--- src/rtl/cascade_hi_counter.sv ---
// Upper stage of a cascaded counter: counts lower-stage carries, compares
// against CMP, and raises a level interrupt that software acknowledges.
module cascade_hi_counter #(
  parameter int HI_WIDTH = 12
) (
  input  logic                  CLK,
  input  logic                  ASYNCRESET,
  input  logic                  CIN,
  input  logic [3:0]            LO,
  input  logic                  EN,
  input  logic                  CLR,
  input  logic [HI_WIDTH-1:0]   CMP,
  input  logic                  ACK,
  output logic [HI_WIDTH-1:0]   HI,
  output logic [HI_WIDTH+3:0]   COUNT,
  output logic                  COUT,
  output logic                  MATCH,
  output logic                  IRQ,
  output logic                  OVF,
  output logic                  MISSED
);

  typedef enum logic {
    IDLE    = 1'b0,
    PENDING = 1'b1
  } state_t;

  state_t               state_q, state_d;
  logic [HI_WIDTH-1:0]  hi_q, hi_d;
  logic                 match_q, match_d;
  logic                 ovf_q, ovf_d;
  logic                 missed_q, missed_d;

  logic                 inc;
  logic                 hi_all_ones;
  logic [HI_WIDTH-1:0]  hi_next;
  logic                 match_evt;

  assign inc         = EN & CIN & ~CLR;
  assign hi_all_ones = &hi_q;
  assign hi_next     = hi_q + {{(HI_WIDTH-1){1'b0}}, 1'b1};
  // A match needs a real increment; a static HI equal to a new CMP never fires.
  assign match_evt   = inc & (hi_next == CMP);

  always_comb begin
    state_d  = state_q;
    hi_d     = hi_q;
    match_d  = 1'b0;
    ovf_d    = ovf_q;
    missed_d = missed_q;
    if (CLR) begin
      state_d  = IDLE;
      hi_d     = '0;
      ovf_d    = 1'b0;
      missed_d = 1'b0;
    end else begin
      match_d = match_evt;
      if (inc) begin
        hi_d = hi_next;
        if (hi_all_ones) ovf_d = 1'b1;
      end
      case (state_q)
        IDLE: begin
          if (match_evt) state_d = PENDING;
        end
        PENDING: begin
          // An acknowledge racing a new match keeps the interrupt pending.
          if (match_evt) begin
            if (!ACK) missed_d = 1'b1;
          end else if (ACK) begin
            state_d = IDLE;
          end
        end
        default: state_d = IDLE;
      endcase
    end
  end

  always_ff @(posedge CLK or posedge ASYNCRESET) begin
    if (ASYNCRESET) begin
      state_q  <= IDLE;
      hi_q     <= '0;
      match_q  <= 1'b0;
      ovf_q    <= 1'b0;
      missed_q <= 1'b0;
    end else begin
      state_q  <= state_d;
      hi_q     <= hi_d;
      match_q  <= match_d;
      ovf_q    <= ovf_d;
      missed_q <= missed_d;
    end
  end

  assign HI     = hi_q;
  assign COUNT  = {hi_q, LO};
  assign COUT   = CIN & EN & hi_all_ones & ~CLR;
  assign MATCH  = match_q;
  assign IRQ    = (state_q == PENDING);
  assign OVF    = ovf_q;
  assign MISSED = missed_q;

endmodule

--- config.mk ---
export PLATFORM = sky130hd
export DESIGN_NAME = cascade_hi_counter
export DESIGN_NICKNAME = d
export VERILOG_FILES = /design/src/rtl/cascade_hi_counter.sv
export SDC_FILE = /design/constraint.sdc
export NUM_CORES = 1
export LEC_CHECK = 0
export BUFFER_PORTS_ARGS = -buffer_cell sky130_fd_sc_hd__buf_2
export CORE_MARGIN = 1.5
export CORE_UTILIZATION = 47
export DETAILED_ROUTE_END_ITERATION = 12
export PLACE_DENSITY_LB_ADDON = 0.15
export SYNTH_ARGS = -nofsm -noshare
export SYNTH_HDL_FRONTEND = slang
export SYNTH_SLANG_ARGS = --single-unit
--- constraint.sdc ---
create_clock -name CLK -period 2.6 [get_ports CLK]
set_clock_uncertainty 0.1 [all_clocks]
set_input_delay 0.52 -clock CLK [delete_from_list [all_inputs] [get_ports CLK]]
set_output_delay 0.52 -clock CLK [all_outputs]
set_load 0.03 [all_outputs]
# Word level (Yosys, flattened, before mapping)
# Index checks and enable logic that the tools add are counted.
# W data, S select, Z words.
# totals
output_inout_bits	33
word_cells	37
ff_bits	16
in_bits	22
# classes
bitwise	7
n_addsub	1
muxes	15
eq_ne	2
reduce_logical	7
# op_table
cell	count
$mux W12	2
$add A12 B1 Y12 const B	1
$eq A12 B12 Y1	1
$mux W1	12
$reduce_and A12 Y1	1
$reduce_bool A2 Y1	4
$and A1 B1 Y1	5
$reduce_and A3 Y1	1
$ne A2 B2 Y1 const B	1
$not A1 Y1	2
$pmux W1 S2	1
$reduce_and A2 Y1	1

# Longest topological paths before layout
# Gate-level depths: netlist (run 1).
# logic_depth
ltp_word	6
depth_mapped	7
mapped_depth_nobuf	6

# Least setup slack after synthesis (run 1)
# No wires, ideal clock.
# synth_timing
path_type	flip-flop to output port
from	reg hi_q[2] (netlist: HI[2])
to	out COUT
stages_incl_launch_ff	7
path_slack_ns	0.085
t_arrival_ns	1.895
n_path_buf	2
required_ns	1.980
path_cell_list	dfrtp_1 buf_4 and4_4 buf_6 nand3_1 or3_1 nor2_1
# synth_between
elab_chain_cells	3
# synth_lines
item	line	text
start: declaration	29	logic [HI_WIDTH-1:0] hi_q, hi_d;
start signal: assignment	88	hi_q <= hi_d;
$reduce_and A12 Y1	40	assign hi_all_ones = &hi_q;
$and A1 B1 Y1 (2 in series)	97	assign COUT = CIN & EN & hi_all_ones & ~CLR;
end: declaration	16	output logic COUT,
# No other way between the ends.

# Worst setup path in the final report (run 1)
# layout_timing
from	reg hi_q[5] (netlist: HI[5])
to	out COUT
# Same word-level chain as after synthesis.

==> results of run 1 <==
-- repair_timing --
item,4_1_cts,5_1_grt
endpoints found under the hold margin,0,0
gates resized for setup,0,4
setup endpoints to repair,0,1
setup buffers,0,0
-- cell type report --
type                            instances  area (sq um)
Fill cell                             248          1080
Multi-Input combinational cell        101           689
Sequential cell                        16           405
Timing Repair Buffer                   50           260
Tap cell                               30          37.5
Clock buffer                            3          22.5
Inverter                                6          22.5
-- flip-flops by register name (all words and copies together) (netlist names) --
register / cells
IRQ: 1
OVF: 1
MISSED: 1
HI: 12
MATCH: 1
-- power by group through the flow --
stage / clock network (mW) / registers, mW / logic (mW)
floorplan: 0 / 0.264 / 0.0580
global placement: 0 / 0.257 / 0.0816
detailed placement: 0 / 0.257 / 0.0836
CTS: 0.131 / 0.252 / 0.0841
global route: 0.145 / 0.252 / 0.0922
finish: 0.126 / 0.252 / 0.0834
-- kinds of logic (layout without fill, tap and decap cells) --
logic type                 count (synthesis)  in the layout  synth area share [%]
DFF                                       16             16                  31.4
buffers and inverters                     28             59                  14.6
adders and majority gates                  2              2                  1.96
xor gates and xnor gates                  25             25                  17.7
AOI/OAI and AO/OA                         17             17                  9.71
and+or+nand+nor                           57             57                  24.6
-- metal layers --
| metal | GRT usage, % | share of wire, % | vias to the layer above |
|---|---|---|---|
| li1 | - | - | 542 |
| met1 | 27.4 | 43 | 502 |
| met3 | 2.96 | 7.8 | 6 |
| met4 | 8.13 | 1.4 | 0 |
| met5 | 0 | 0 | - |
| met2 | 34.3 | 48 | 51 |
-- cells in the final DEF, fill, tap and decap left out, types with 2 or more instances in the layout --
cell,count
or3_1,3
buf_4,4
nor2_1,14
dfrtp_2,4
nand4_1,2
a21oi_1,4
o211ai_1,2
ha_1,2
nor3_1,5
and4_1,2
inv_1,6
nand2b_1,4
nand3_1,10
dfrtp_1,12
xnor2_1,14
xor2_1,10
buf_2,46
nand2_1,7
o21a_1,2
clkbuf_4,3
-- path summary, 6_finish.rpt --
check	startpoint	slack [ps]	endpoint	cells past startpoint
worst min register to register	MISSED$_DFFE_PP0P_	390	MISSED$_DFFE_PP0P_	2
worst max-delay path	HI[5]$_DFFE_PP0P_	160	COUT	5
worst min-delay path	ASYNCRESET	190	HI[11]$_DFFE_PP0P_	2
worst max register to register	HI[0]$_DFFE_PP0P_	590	IRQ$_DFF_PP0_	6
min in group CLK	ACK	330	IRQ$_DFF_PP0_	2
max in group asynchronous	ASYNCRESET	1770	HI[2]$_DFFE_PP0P_	2
-- stage by stage --
step | instances | utilization [%] | hold WS [ps] | total power, mW
2_1_floorplan | 145 | - | 334 | 0.322
3_3_place_gp | 203 | 55.9 | 379 | 0.338
3_5_place_dp | 203 | 55.9 | 378 | 0.340
4_1_cts | 206 | 56.8 | 211 | 0.467
5_1_grt | 206 | 57.0 | 251 | 0.489
6_report | 206 | 57.0 | 195 | 0.461
==> summary.txt, run 1 <==
Critical path
  • CP Class: register to primary output
  • Startpoint Class: register
  • Slowest cell delay on critical path: 460 ps
  • Critical Path End Type: primary output
  • Required time of the critical path: 1980 ps
  • Crit-path max FO: 8
  • CP delay by family, top: simple AND/OR/NAND/NOR gates
  • Crit-path slowest cell: dfrtp_1
  • CP arrival: approximately 1800 ps
  • Worst path bufs/invs: 1
  • Crit-path cells: and4_4, nand3_1, or3_1, nor2_1, buf_2

STA
  • Final setup viols: 0
  • Slew Limit Fails: 0
  • RSZ-0062 raised after global routing: no
  • Relative slew slack: between 50% and 60%
  • Achievable Freq: 409 MHz
  • Worst Setup Slack, final: 157 ps
  • Worst slew pin tran: 619 ps
  • Final hold violations: 0
  • Post-route clock period utilization: 94.0%
  • TNS Setup: 0 ps
  • Tmin final: between 2000 and 2500 ps

Logic synthesis
  • Synth area leaders: dfrtp_1, buf_4, xnor2_1
  • Number of synthesized register bits: 16
  • Sequential share of the synthesized area: about a third
  • Syn nets: ~170
  • Most used DFF post-synth: dfrtp_1
  • Synth top cells by count: buf_4, dfrtp_1, nor2_1, xnor2_1
  • Ys async rst share: 100%
  • Synth top area share: approximately a third
  • Yosys warnings: 0
  • Yosys cell types: 40
  • Post-Syn Instances: 145
  • Avg Cell Area, Syn: between 8 and 9 sq um
  • EDFF count, synth: 0
  • Cell taking the most area after synthesis: dfrtp_1
  • Post-synthesis cell area: ~1300 sq um
  • Most frequent cell after synthesis: buf_4

Cells and area
  • Area growth, synth to finish: 12.6%
  • Antenna fix cells: 0
  • Design Area, Final: 1440 sq um
  • Share of cells above drive strength 1: 37.5%
  • Net count, final: 202

Clock tree
  • Num CTS Buffers: 3
  • Hold-fix buffer count after cts: 0
  • CTS root buffer: clkbuf_4
  • Clk Latency, worst-skew pair: 280 ps
  • CTS Buffer Depth: 2
  • CTS sink count: 16
  • CTS tree: done
  • Clock slew at reported path FFs: 90 ps
  • Depth of the CTS H-tree: 1

Floorplanning
  • Die width: 55.1 um
  • Core Area: 2520 sq um
  • Top Ports: 55
  • Initial core utilization: 50.6%
  • Die Footprint: about 3000 sq um
  • Rows: 18
  • Die Height: 55.1 um

Placed design
  • Detailed placement HPWL: roughly 2.2 mm
  • PortBufs: 46
  • Place WS: ~380 ps
  • Post-DP Area: 1410 sq um
  • Gpl congestion: 0.826

Flow run
  • Max-cap violations: 0

Global route
  • Vias in the first global route: 1,034
  • Global Route Usage Sum: 20.8%
  • Initial antenna violation count: 0
  • Grt total ovfl: 0
  • First-pass GRT wire length: 4.51 mm
  • Pin count of the biggest net entering global routing: 18

Hold path
  • Hold crit path type: input pin to async pin

Pwr
  • Maximum VDD drop: 208 uV
  • Clock Power Share: 27.4%
  • Leak pwr: approximately 0.69 nW
  • Psw: ~0.12 mW
  • Pint: 0.339 mW
  • Switching fraction of total power: 26.6%
  • PD cells: 321 nW/um^2
  • Combinational share of power: 18.1%
  • Flop pwr share: 54.6%

Drt
  • Iter 0 DRT Violations: 27
  • Drt first pass iters: 5
  • DR vias: 1,101
  • Vias per cell: 5.34
  • DRC: 0
  • Avg WL per Cell: 14.0 um
  • Routed Antenna Nets: 0
  • Final wirelength: between 2 and 3 mm

Outcome
  • Outcome: finished, final reports clean
Note: power is estimated with default switching activity, not from simulation.
==> inputs of run 2 (changes only) <==
- clock period: 2.6 -> 2.8 ns (I/O delays scaled with it)
==> run 2 against run 1 <==
Final area down 1.4%. Non-clock buffer count is 2 lower. Routed wire length shrank 2.3%. Largest power group unchanged.
==> summary.txt, run 2 (synthesis gave the netlist of run 1 again) <==
Outcome
  • Outcome: finished, final reports clean

Floorplanning
  • Rows: 18
  • Top Ports: 55
  • Die Height: around 55 um
  • Initial core utilization: 50.6%
  • Die width: approximately 55 um
  • Die Footprint: 3040 sq um
  • Core Area: between 2000 and 3000 sq um

Placed design
  • Detailed placement HPWL: 2.18 mm
  • Placed Cells: 201
  • Place WS: approximately 500 ps
  • PortBufs: 46
  • Gpl congestion: roughly 0.85

Clock tree
  • Depth of the CTS H-tree: 1
  • CTS root buffer: clkbuf_4
  • CTS Buffer Depth: 2
  • Num CTS Buffers: 3
  • CTS sink count: 16
  • Clock slew at reported path FFs: roughly 90 ps
  • CTS tree: done
  • Hold-fix buffer count after cts: 0
  • Postcts setup bufs: 0
  • Clk Latency, worst-skew pair: 280 ps
  • Post-CTS sizing: 0

Flow run
  • Max-cap violations: 0

Cells and area
  • Area growth, synth to finish: 11.1%
  • Max reg flops: 12
  • Non-filler cells, final: about 200
  • Antenna fix cells: 0
  • Final Core Density: 56.2%
  • Net count, final: 200
  • Most common cell after layout, fill and taps aside: buf_2
  • Share of cells above drive strength 1: around a third
  • Most frequent cells in the layout: buf_2, dfrtp_1, nor2_1, xnor2_1

Global route
  • Vias in the first global route: 973
  • Initial antenna violation count: 0
  • First-pass GRT wire length: between 4 and 5 mm
  • Global Route Usage Sum: between 20% and 30%
  • Grt total ovfl: 0
  • Pin count of the biggest net entering global routing: 18

Critical path
  • CP Class: register to primary output
  • Startpoint Class: register
  • Required time of the critical path: 2140 ps
  • Crit-path max FO: 10
  • CP arrival: ~2000 ps
  • Critical Path End Type: primary output

STA
  • Achievable Freq: 382 MHz
  • TNS Setup: 0 ps
  • Post-route clock period utilization: 93.6%
  • RSZ-0062 raised after global routing: no
  • Final setup viols: 0
  • Tmin final: 2620 ps
  • Relative slew slack: around three fifths
  • Worst slew pin tran: 616 ps
  • Slew Limit Fails: 0
  • Worst Setup Slack, final: 180 ps
  • Final hold violations: 0

Drt
  • Vias per cell: 5.34
  • DRC: 0
  • Routed Antenna Nets: 0
  • Avg WL per Cell: 13.8 um
  • Drt first pass iters: 4
  • Final wirelength: 2.81 mm
  • DR vias: 1,089
  • Iter 0 DRT Violations: 28

Pwr
  • PD cells: 299 nW/um^2
  • Switching fraction of total power: approximately a quarter
  • Flop pwr share: 56.0%
  • Clock Power Share: approximately 28%
  • Combinational share of power: 16.3%
  • Leak pwr: 0.689 nW
  • Psw: 0.112 mW
  • Pint: 0.312 mW
  • Maximum VDD drop: 198 uV

Hold path
  • Hold crit path type: input pin to async pin
-- run 2: cell types whose count changed in the layout (fill, tap and decap cells not counted), sizes merged --
cell  change
buf       -2
-- run 2: metal layers --
layer,track usage (%),wire length (um)
met5,0,0
met4,8.94,47
met3,3.76,191
met2,31.2,1260
met1,27.5,1310
-- run 2: worst paths after layout --
path	from	end	slack, ps	cells past startpoint
setup / recovery	HI[0]$_DFFE_PP0P_	COUT	180	5
hold / removal	ASYNCRESET	HI[11]$_DFFE_PP0P_	240	2
setup reg to reg	HI[0]$_DFFE_PP0P_	IRQ$_DFF_PP0_	580	6
hold reg to reg	MISSED$_DFFE_PP0P_	MISSED$_DFFE_PP0P_	400	2
max in group asynchronous	ASYNCRESET	MATCH$_DFF_PP0_	1970	2
min in group CLK	ACK	IRQ$_DFF_PP0_	370	2
-- run 2: critical path, cell delays in order (launching register included) --
cell     delay [ps]
dfrtp_1         560
ha_1            290
nand3_1         170
or3_1           370
nor2_1           90
buf_2           200
-- run 2: final cells by class --
cell class	instances	area (sq um)
well taps	30	37.5
clock buffers	3	22.5
flip-flops and latches	16	400
repair buffers	48	245
multi-input cells	101	689
fillers	257	1100
inverters	6	22.5
-- run 2: power groups by stage --
stage	registers [mW]	logic [mW]	clock network (mW)
after floorplan	0.245	0.0538	0
after global placement	0.242	0.0688	0
after detailed placement	0.243	0.0699	0
after CTS	0.238	0.0701	0.125
after global routing	0.239	0.0765	0.129
final	0.238	0.0693	0.117
-- run 2: through the flow --
stage	cell area [sq um]	power, mW	hold slack [ps]
floorplan	1280	0.299	374
global placement	1400	0.311	379
detailed placement	1400	0.312	384
CTS	1420	0.433	258
global route	1420	0.444	296
finish	1420	0.424	240
